File: src/rtl/sbox_sched_pkg.sv
// Shared types and defaults for the masked S-box pipeline scheduler.
// Optional feature macro: SBOX_SCHED_ZEROIZE_EN (see sbox_pipeline_scheduler.sv).
package sbox_sched_pkg;

  // FSM states
  //   state | meaning
  //   IDLE  | waiting for start, results/state held
  //   ISSUE | feeding one nibble per cycle that has randomness available
  //   DRAIN | all nibbles issued, waiting for the last S-box results
  //   DONE  | results valid, waiting for ack
  typedef enum logic [1:0] {
    IDLE  = 2'd0,
    ISSUE = 2'd1,
    DRAIN = 2'd2,
    DONE  = 2'd3
  } state_t;

  localparam int LAT_DEF = 2;
  localparam int NIB_DEF = 16;

  // Tag index is wide enough for any practical nibble count (up to 255).
  localparam int IDX_W = 8;

  typedef struct packed {
    logic             valid;
    logic [IDX_W-1:0] idx;
  } tag_t;

endpackage

File: src/rtl/sbox_sched_tagpipe.sv
// LAT-deep shift register of {valid, idx} tags, mirroring the latency of the
// external masked S-box so each result can be written to the right nibble.
module sbox_sched_tagpipe
  import sbox_sched_pkg::*;
#(
  parameter int LAT = LAT_DEF
) (
  input  logic clk,
  input  logic rst,
  input  tag_t tag_in,
  output tag_t tag_out
);

  tag_t pipe [LAT];

  // Shift tags one stage per cycle; reset drops everything in flight.
  always_ff @(posedge clk or posedge rst) begin
    if (rst) begin
      for (int k = 0; k < LAT; k++) pipe[k] <= '0;
    end else begin
      pipe[0] <= tag_in;
      for (int k = 1; k < LAT; k++) pipe[k] <= pipe[k-1];
    end
  end

  assign tag_out = pipe[LAT-1];

endmodule

File: src/rtl/sbox_pipeline_scheduler.sv
// Schedules the nibbles of a two-share state through an external masked
// S-box of latency LAT, one nibble per cycle with fresh randomness.
// Optional macro SBOX_SCHED_ZEROIZE_EN: blank sbox_in outside issue cycles and
// wipe results and captured state after ack.
module sbox_pipeline_scheduler
  import sbox_sched_pkg::*;
#(
  parameter int LAT = LAT_DEF,
  parameter int NIB = NIB_DEF
) (
  input  logic              clk,
  input  logic              rst,
  input  logic              start,
  input  logic [4*NIB-1:0]  state_s0,
  input  logic [4*NIB-1:0]  state_s1,
  input  logic [63:0]       rnd_in,
  input  logic              rnd_valid,
  output logic              rnd_ready,
  output logic [3:0]        sbox_in_s0,
  output logic [3:0]        sbox_in_s1,
  output logic [63:0]       sbox_fresh,
  input  logic [3:0]        sbox_out_s0,
  input  logic [3:0]        sbox_out_s1,
  output logic [4*NIB-1:0]  res_s0,
  output logic [4*NIB-1:0]  res_s1,
  output logic              busy,
  output logic              done,
  input  logic              ack
);

  localparam int W     = 4*NIB;
  localparam int CNT_W = $clog2(NIB+1);
  localparam logic [IDX_W-1:0] IDX_LAST = IDX_W'(NIB-1);
  localparam logic [CNT_W-1:0] CNT_FULL = CNT_W'(NIB);

  state_t           state_q, state_d;
  logic [W-1:0]     cap_s0, cap_s1;
  logic [W-1:0]     res_q0, res_q1;
  logic [IDX_W-1:0] idx_q;
  logic [CNT_W-1:0] cnt_q;
  logic             issue, capture, ack_take;
  logic [3:0]       cur0, cur1;
  tag_t             tag_in, tag_out;

  // State register.
  always_ff @(posedge clk or posedge rst) begin
    if (rst) state_q <= IDLE;
    else     state_q <= state_d;
  end

  // Next-state and control decode.
  always_comb begin
    state_d  = state_q;
    issue    = 1'b0;
    capture  = 1'b0;
    ack_take = 1'b0;
    busy     = 1'b0;
    done     = 1'b0;
    case (state_q)
      IDLE: begin
        if (start) begin
          capture = 1'b1;
          state_d = ISSUE;
        end
      end
      ISSUE: begin
        busy  = 1'b1;
        issue = rnd_valid;
        if (rnd_valid && idx_q == IDX_LAST) state_d = DRAIN;
      end
      DRAIN: begin
        busy = 1'b1;
        if (cnt_q == CNT_FULL) state_d = DONE;
      end
      DONE: begin
        done = 1'b1;
        if (ack) begin
          ack_take = 1'b1;
          state_d  = IDLE;
        end
      end
      default: state_d = IDLE;
    endcase
  end

  // Select the nibble at the current issue index from the captured shares.
  always_comb begin
    cur0 = '0;
    cur1 = '0;
    for (int i = 0; i < NIB; i++) begin
      if (idx_q == IDX_W'(i)) begin
        cur0 = cap_s0[4*i +: 4];
        cur1 = cap_s1[4*i +: 4];
      end
    end
  end

  assign rnd_ready  = issue;
  assign sbox_fresh = rnd_in;
  assign tag_in     = '{valid: issue, idx: idx_q};

  sbox_sched_tagpipe #(.LAT(LAT)) u_tagpipe (
    .clk     (clk),
    .rst     (rst),
    .tag_in  (tag_in),
    .tag_out (tag_out)
  );

  // Capture, issue index, and result collection keyed by emerging tags.
  always_ff @(posedge clk or posedge rst) begin
    if (rst) begin
      cap_s0 <= '0;
      cap_s1 <= '0;
      res_q0 <= '0;
      res_q1 <= '0;
      idx_q  <= '0;
      cnt_q  <= '0;
    end else begin
      if (capture) begin
        cap_s0 <= state_s0;
        cap_s1 <= state_s1;
        res_q0 <= '0;
        res_q1 <= '0;
        idx_q  <= '0;
        cnt_q  <= '0;
      end
      if (issue) idx_q <= idx_q + IDX_W'(1);
      if (tag_out.valid && cnt_q != CNT_FULL) begin
        cnt_q <= cnt_q + CNT_W'(1);
        for (int i = 0; i < NIB; i++) begin
          if (tag_out.idx == IDX_W'(i)) begin
            res_q0[4*i +: 4] <= sbox_out_s0;
            res_q1[4*i +: 4] <= sbox_out_s1;
          end
        end
      end
`ifdef SBOX_SCHED_ZEROIZE_EN
      if (ack_take) begin
        res_q0 <= '0;
        res_q1 <= '0;
        cap_s0 <= '0;
        cap_s1 <= '0;
      end
`endif
    end
  end

`ifdef SBOX_SCHED_ZEROIZE_EN
  assign sbox_in_s0 = issue ? cur0 : 4'h0;
  assign sbox_in_s1 = issue ? cur1 : 4'h0;
`else
  logic [3:0] sin0_q, sin1_q;

  // Remember the last issued nibble so sbox_in holds between issues.
  always_ff @(posedge clk or posedge rst) begin
    if (rst) begin
      sin0_q <= '0;
      sin1_q <= '0;
    end else if (issue) begin
      sin0_q <= cur0;
      sin1_q <= cur1;
    end
  end

  assign sbox_in_s0 = issue ? cur0 : sin0_q;
  assign sbox_in_s1 = issue ? cur1 : sin1_q;
`endif

  assign res_s0 = res_q0;
  assign res_s1 = res_q1;

endmodule

File: config.mk
export PLATFORM = sky130hd
export DESIGN_NAME = sbox_pipeline_scheduler
export DESIGN_NICKNAME = d
export VERILOG_FILES = /design/src/rtl/sbox_sched_pkg.sv /design/src/rtl/sbox_sched_tagpipe.sv /design/src/rtl/sbox_pipeline_scheduler.sv
export SDC_FILE = /design/constraint.sdc
export NUM_CORES = 1
export LEC_CHECK = 0
export ABC_AREA = 1
export CORE_MARGIN = 10
export CORE_UTILIZATION = 35
export DETAILED_ROUTE_END_ITERATION = 12
export GPL_ROUTABILITY_DRIVEN = 0
export PLACE_DENSITY = 0.66
export SKIP_CTS_REPAIR_TIMING = 1
export SYNTH_ARGS = -nofsm -noshare
export SYNTH_HDL_FRONTEND = slang
export SYNTH_SLANG_ARGS = --single-unit
File: constraint.sdc
create_clock -name clk -period 13.15 [get_ports clk]
set_input_delay 1.9725 -clock clk [delete_from_list [all_inputs] [get_ports clk]]
set_output_delay 1.9725 -clock clk [all_outputs]
set_load 0.02 [all_outputs]
# After elaboration in Yosys (flattened, before gate mapping)
# Cells that the tools add are included.
dict set report totals {
  in_bits 205
  out_inout_bits 203
  register_bits 297
  wordCells 147
}
dict set report op_classes {
  n_reduce_logical 9
  n_addsub 2
  muxes 84
  eq_ne 39
}
# operator n
set ops {}
lappend ops {{4-bit 2-to-1 mux} 66}
lappend ops {{64-bit 2-to-1 mux} 4}
lappend ops {{8-bit by 4-bit equality test with 1-bit output (second input constant)} 16}
lappend ops {{8-bit by 3-bit equality test with 1-bit output (second input constant)} 8}
lappend ops {{8-bit by 2-bit equality test with 1-bit output (second input constant)} 4}
lappend ops {{8-bit by 1-bit equality test with 1-bit output (second input constant)} 2}
lappend ops {{8-bit zero test} 2}
lappend ops {{8-bit 2-to-1 mux} 2}
lappend ops {{5-bit 2-to-1 mux} 2}
lappend ops {{8-bit by 1-bit adder with 8-bit output (second input constant)} 1}
lappend ops {{2-bit 2-to-1 mux} 4}
lappend ops {{2-bit inequality test (second input constant)} 4}
lappend ops {{2-bit case mux with 4 select lines} 1}
lappend ops {{5-bit by 1-bit adder with 5-bit output (second input constant)} 1}
lappend ops {{5-bit equality test (second input constant)} 1}
lappend ops {{1-bit 2-to-1 mux} 5}
lappend ops {{5-bit inequality test (second input constant)} 1}
lappend ops {{2-bit equality test (second input constant)} 2}
lappend ops {{4-bit AND reduction} 1}
lappend ops {{2-bit nonzero test} 2}
lappend ops {{2-bit by 1-bit equality test with 1-bit output (second input constant)} 1}
lappend ops {{1-bit logical AND} 2}
lappend ops {{2-bit zero test} 1}
lappend ops {{2-bit OR reduction} 1}

# Logic depth before layout (Yosys ltp)
dict set report logic_depth {
  word_depth 18
  depth_mapped 22
  depth_no_buf 22
}

# Modules after synthesis
# A second synthesis with hierarchy kept.
dict set report unflattened {
  cells_unflattened 1550
  area_unflattened_um2 13259.0
}
# module area_per_inst_um2 instances seq_area_each_um2 cells_per_inst
set modules_own_cells {}
lappend modules_own_cells {sbox_pipeline_scheduler 12737.2 1 6981.7 1522}
lappend modules_own_cells {sbox_sched_tagpipe 521.8 1 450.4 28}

# Least setup slack after synthesis
# Ideal clock, no wire load.
dict set report synth_path {
  kind {input -> output}
  startpoint {in rnd_valid}
  endpoint {out sbox_in_s0[3]}
  required_ns 11.177
  arrival_time_ns 2.865
  setup_slack_ns 8.312
  cell_stages 6
  path_cell_list {nand2_1 clkbuf_1 clkbuf_1 nor2_1 nand2_1 nand2_1}
}
dict set report synth_between {
  elab_chain_cells 2
}
# element line_no
set synth_rtl {}
lappend synth_rtl {{start: declaration} sbox_pipeline_scheduler.sv:17} ;# input logic rnd_valid,
lappend synth_rtl {{1-bit 2-to-1 mux} sbox_pipeline_scheduler.sv:59} ;# case (state_q)
lappend synth_rtl {{4-bit 2-to-1 mux} n/a}
lappend synth_rtl {{end: declaration} sbox_pipeline_scheduler.sv:19} ;# output logic [3:0] sbox_in_s0,
# No other way between the ends.

# Final worst setup path
dict set report layout_path {
  startpoint {in rnd_valid}
  endpoint {out rnd_ready}
}
dict set report layout_between {
  elab_chain_cells 1
}
# element line_no
set layout_rtl {}
lappend layout_rtl {{1-bit 2-to-1 mux} sbox_pipeline_scheduler.sv:59}
lappend layout_rtl {{end: declaration} sbox_pipeline_scheduler.sv:18} ;# output logic rnd_ready,
# No other way between the ends.

==> flow_summary.ini <==
[flow_run]
drv_cap = 0

[critical_path]
critPathRequiredTime_ns = 11.18
r2r-start = idx_q[0]
worstPathCellList = clkdlybuf4s50_1 > nand2_1 > clkinv_1 > clkdlybuf4s50_1
cp_top_family = buffers and inverters
crit_arrival_ns = 4.20
end_kind = primary output
cp_common_cell = clkdlybuf4s50_1
reg2reg_to = sin1_q[1]
start_kind = primary input
reg2reg_setup_slack_ns = 10.27
cp_max_fo = 20
path_class = in -> out
cp-endpoint = rnd_ready
reg2regPathDepth = 21
timing.critical_path.from = rnd_valid
critical_path_depth = 4
critPathBufInv = 3
slowest_stage = clkdlybuf4s50_1
critPathMaxStageDelay_ns = 0.68

[synth]
netlist_instances = 1548
synth-edff-count = 0
synth_nets = 1764
seq_area_frac_synth_pct = 56.6
yosys.area.top_type_share_pct = 56.6
yosysMostFrequentCell = nand2_1
synth_area_leaders = dfrtp_1, nand2_1, nand3_1
yosys_warnings = 0
synth_seq_cells = 297
ys.flop_type = dfrtp_1
async_flop_share_pct = 100
yosys.area.top_type = dfrtp_1
netlist_area_mm2 = 0.0131
ys_types = 35
avgSynthCellArea_um2 = 8.48
synth_common_cells = nand2_1, dfrtp_1, nand3_1, o21ai_0, inv_1

[floorplan]
die-area_mm2 = 0.0457
start_util_pct = 35.7
top_level_ports = 408
core_mm2 = 0.0368
dieWidth_um = 214
die_h_um = 214
row_count = 70

[outcome]
status = complete, no violations

[finish]
ff_latch_area_mm2 = 0.00743
nets = 1946
fillers = 3573
diodes = 0
final_core_util_pct = 46.1
synthToLayoutAreaGrowth_pct = 29.1
multi_input_area_mm2 = 0.00461
layout-drive-gt1-share_pct = 4.85

[grt]
grt_pass1_vias = 11000
grt-ovfl-total = 0
grt_pass1_wl_um = 61900
grt_max_degree = 118
antenna_found_initial = 1
track_usage_pct = 17.0

[drt]
ant_nets = 0
drc_errors = 0
drt_iter0_drc = 782
wire_per_inst_um = 18.0
dr.pass1.iters = 5
num_vias = 11000
vias_per_cell = 4.94
wirelength_um = 39900

[sta]
fmax_ghz = 0.162
drv_slew = 0
maxSlewHeadroom_pct = 24.5
hold_ws_ns = 0.341
finalHoldViolations = 0
fin_crit_sh_pct = 47.0
setup_tns_ns = 0
skew_ns = 0.0175
min_period_ns = 6.18
finalSetupViolCount = 0
rsz0062_at_grt = false
worst_pin_slew_ns = 1.13

[cts]
insertion_delay_ns = 0.51
cts_tree = yes
htree_levels = 2
cts_buffers = 34
cts_sinks = 297
cts_buffer_depth = 3
clockRootBuffer = clkbuf_16
clkTransAtPathRegs_ns = 0.06

[power]
peakVddDrop_mv = 0.0907
pwr_density_cell_mw_per_mm2 = 216
p_total_mw = 3.66
power_leakage_nw = 7.97

[placement]
dp_hpwl_um = 28900
port_buffers = 279

[hold_path]
hp-class = reg -> reg
[worst register-to-register path, delay by kind of cell (launching register included)]
family | cells | cell delay, ns
buf+inv | 2 | 0.32
simple gates | 17 | 1.61
fa+ha+maj | 1 | 0.19
flops | 1 | 0.43
compound gates | 1 | 0.17
[layout by cell type (no fill, tap or decap), types with 11 or more instances in the layout]
cell type        count
nor2_1              48
nand2_1            521
nor3_1              18
o21ai_1             16
inv_1               69
a21oi_1             56
ha_1                11
dfrtp_1            297
o21ai_0            149
clkdlybuf4s50_1    279
nand3_1            164
clkbuf_16           37
[final cells by class]
type | instances | share of cell area (%)
Sequential cell | 297 | 43.8
Multi-Input combinational cell | 1025 | 27.2
Timing Repair Buffer | 288 | 16.9
Clock buffer | 52 | 6.21
Tap cell | 468 | 3.45
Inverter | 84 | 1.92
Clock inverter | 6 | 0.487
[cells by family (layout without fill, tap and decap cells)]
logic type                 after synthesis  after routing  synth area share [%]
AOI/OAI and AO/OA                      233            233                  9.10
xor gates and xnor gates                 1              1                0.0667
adders and majority gates               11             11                  1.05
buffers and inverters                  226            430                  8.35
DFF                                    297            297                  56.6
and+or+nand+nor                        780            780                  24.8
[flip-flops by register name, indices dropped and copies added (netlist names), 4 cells and up]
name / count
cap_s0: 64
cap_s1: 64
res_s0: 64
res_s1: 64
u_tagpipe.pipe: 9
u_tagpipe.tag_out: 9
idx_q: 8
cnt_q: 5
sin0_q: 4
sin1_q: 4
[where the power goes]
group	switching (mW)	internal [mW]	total [mW]	leakage, nW
clock network	0.371	0.589	0.960	0.556
logic	0.824	0.497	1.32	3.49
registers	0.168	1.21	1.38	3.92
total	1.36	2.30	3.66	7.97
[stage by stage]
| step | setup slack [ns] | instance area, um2 | instances |
|---|---|---|---|
| after global placement | 6.97 | 15800 | 2162 |
| after detailed placement | 6.92 | 15800 | 2162 |
| final | 6.97 | 17000 | 2220 |
| after global routing | 6.88 | 17000 | 2220 |
| after floorplan | 2.97 | 13100 | 1548 |
| after CTS | 6.92 | 17000 | 2220 |
[how the worst min path moves through the flow]
stage                  startpoint                   end  slack (ns)  cells after the start
3_5_place_dp   u_tagpipe.pipe[17]  u_tagpipe.tag_out[8]        0.34                      0
4_1_cts        u_tagpipe.pipe[16]  u_tagpipe.tag_out[7]        0.35                      0
5_1_grt        u_tagpipe.pipe[16]  u_tagpipe.tag_out[7]        0.36                      0
2_1_floorplan   u_tagpipe.pipe[9]  u_tagpipe.tag_out[0]        0.33                      0
6_report       u_tagpipe.pipe[16]  u_tagpipe.tag_out[7]        0.34                      0
3_3_place_gp   u_tagpipe.pipe[17]  u_tagpipe.tag_out[8]        0.34                      0
[per-layer routing]
| metal | GRT usage [%] | vias up | wire length [um] |
|---|---|---|---|
| met4 | 3.67 | 2 | 685 |
| met3 | 6.09 | 53 | 3940 |
| met2 | 26.1 | 434 | 17400 |
| met1 | 22.7 | 5169 | 17800 |
| li1 | - | 5304 | - |
| met5 | 0 | - | 18 |
Note: power is estimated with default switching activity, not from simulation.
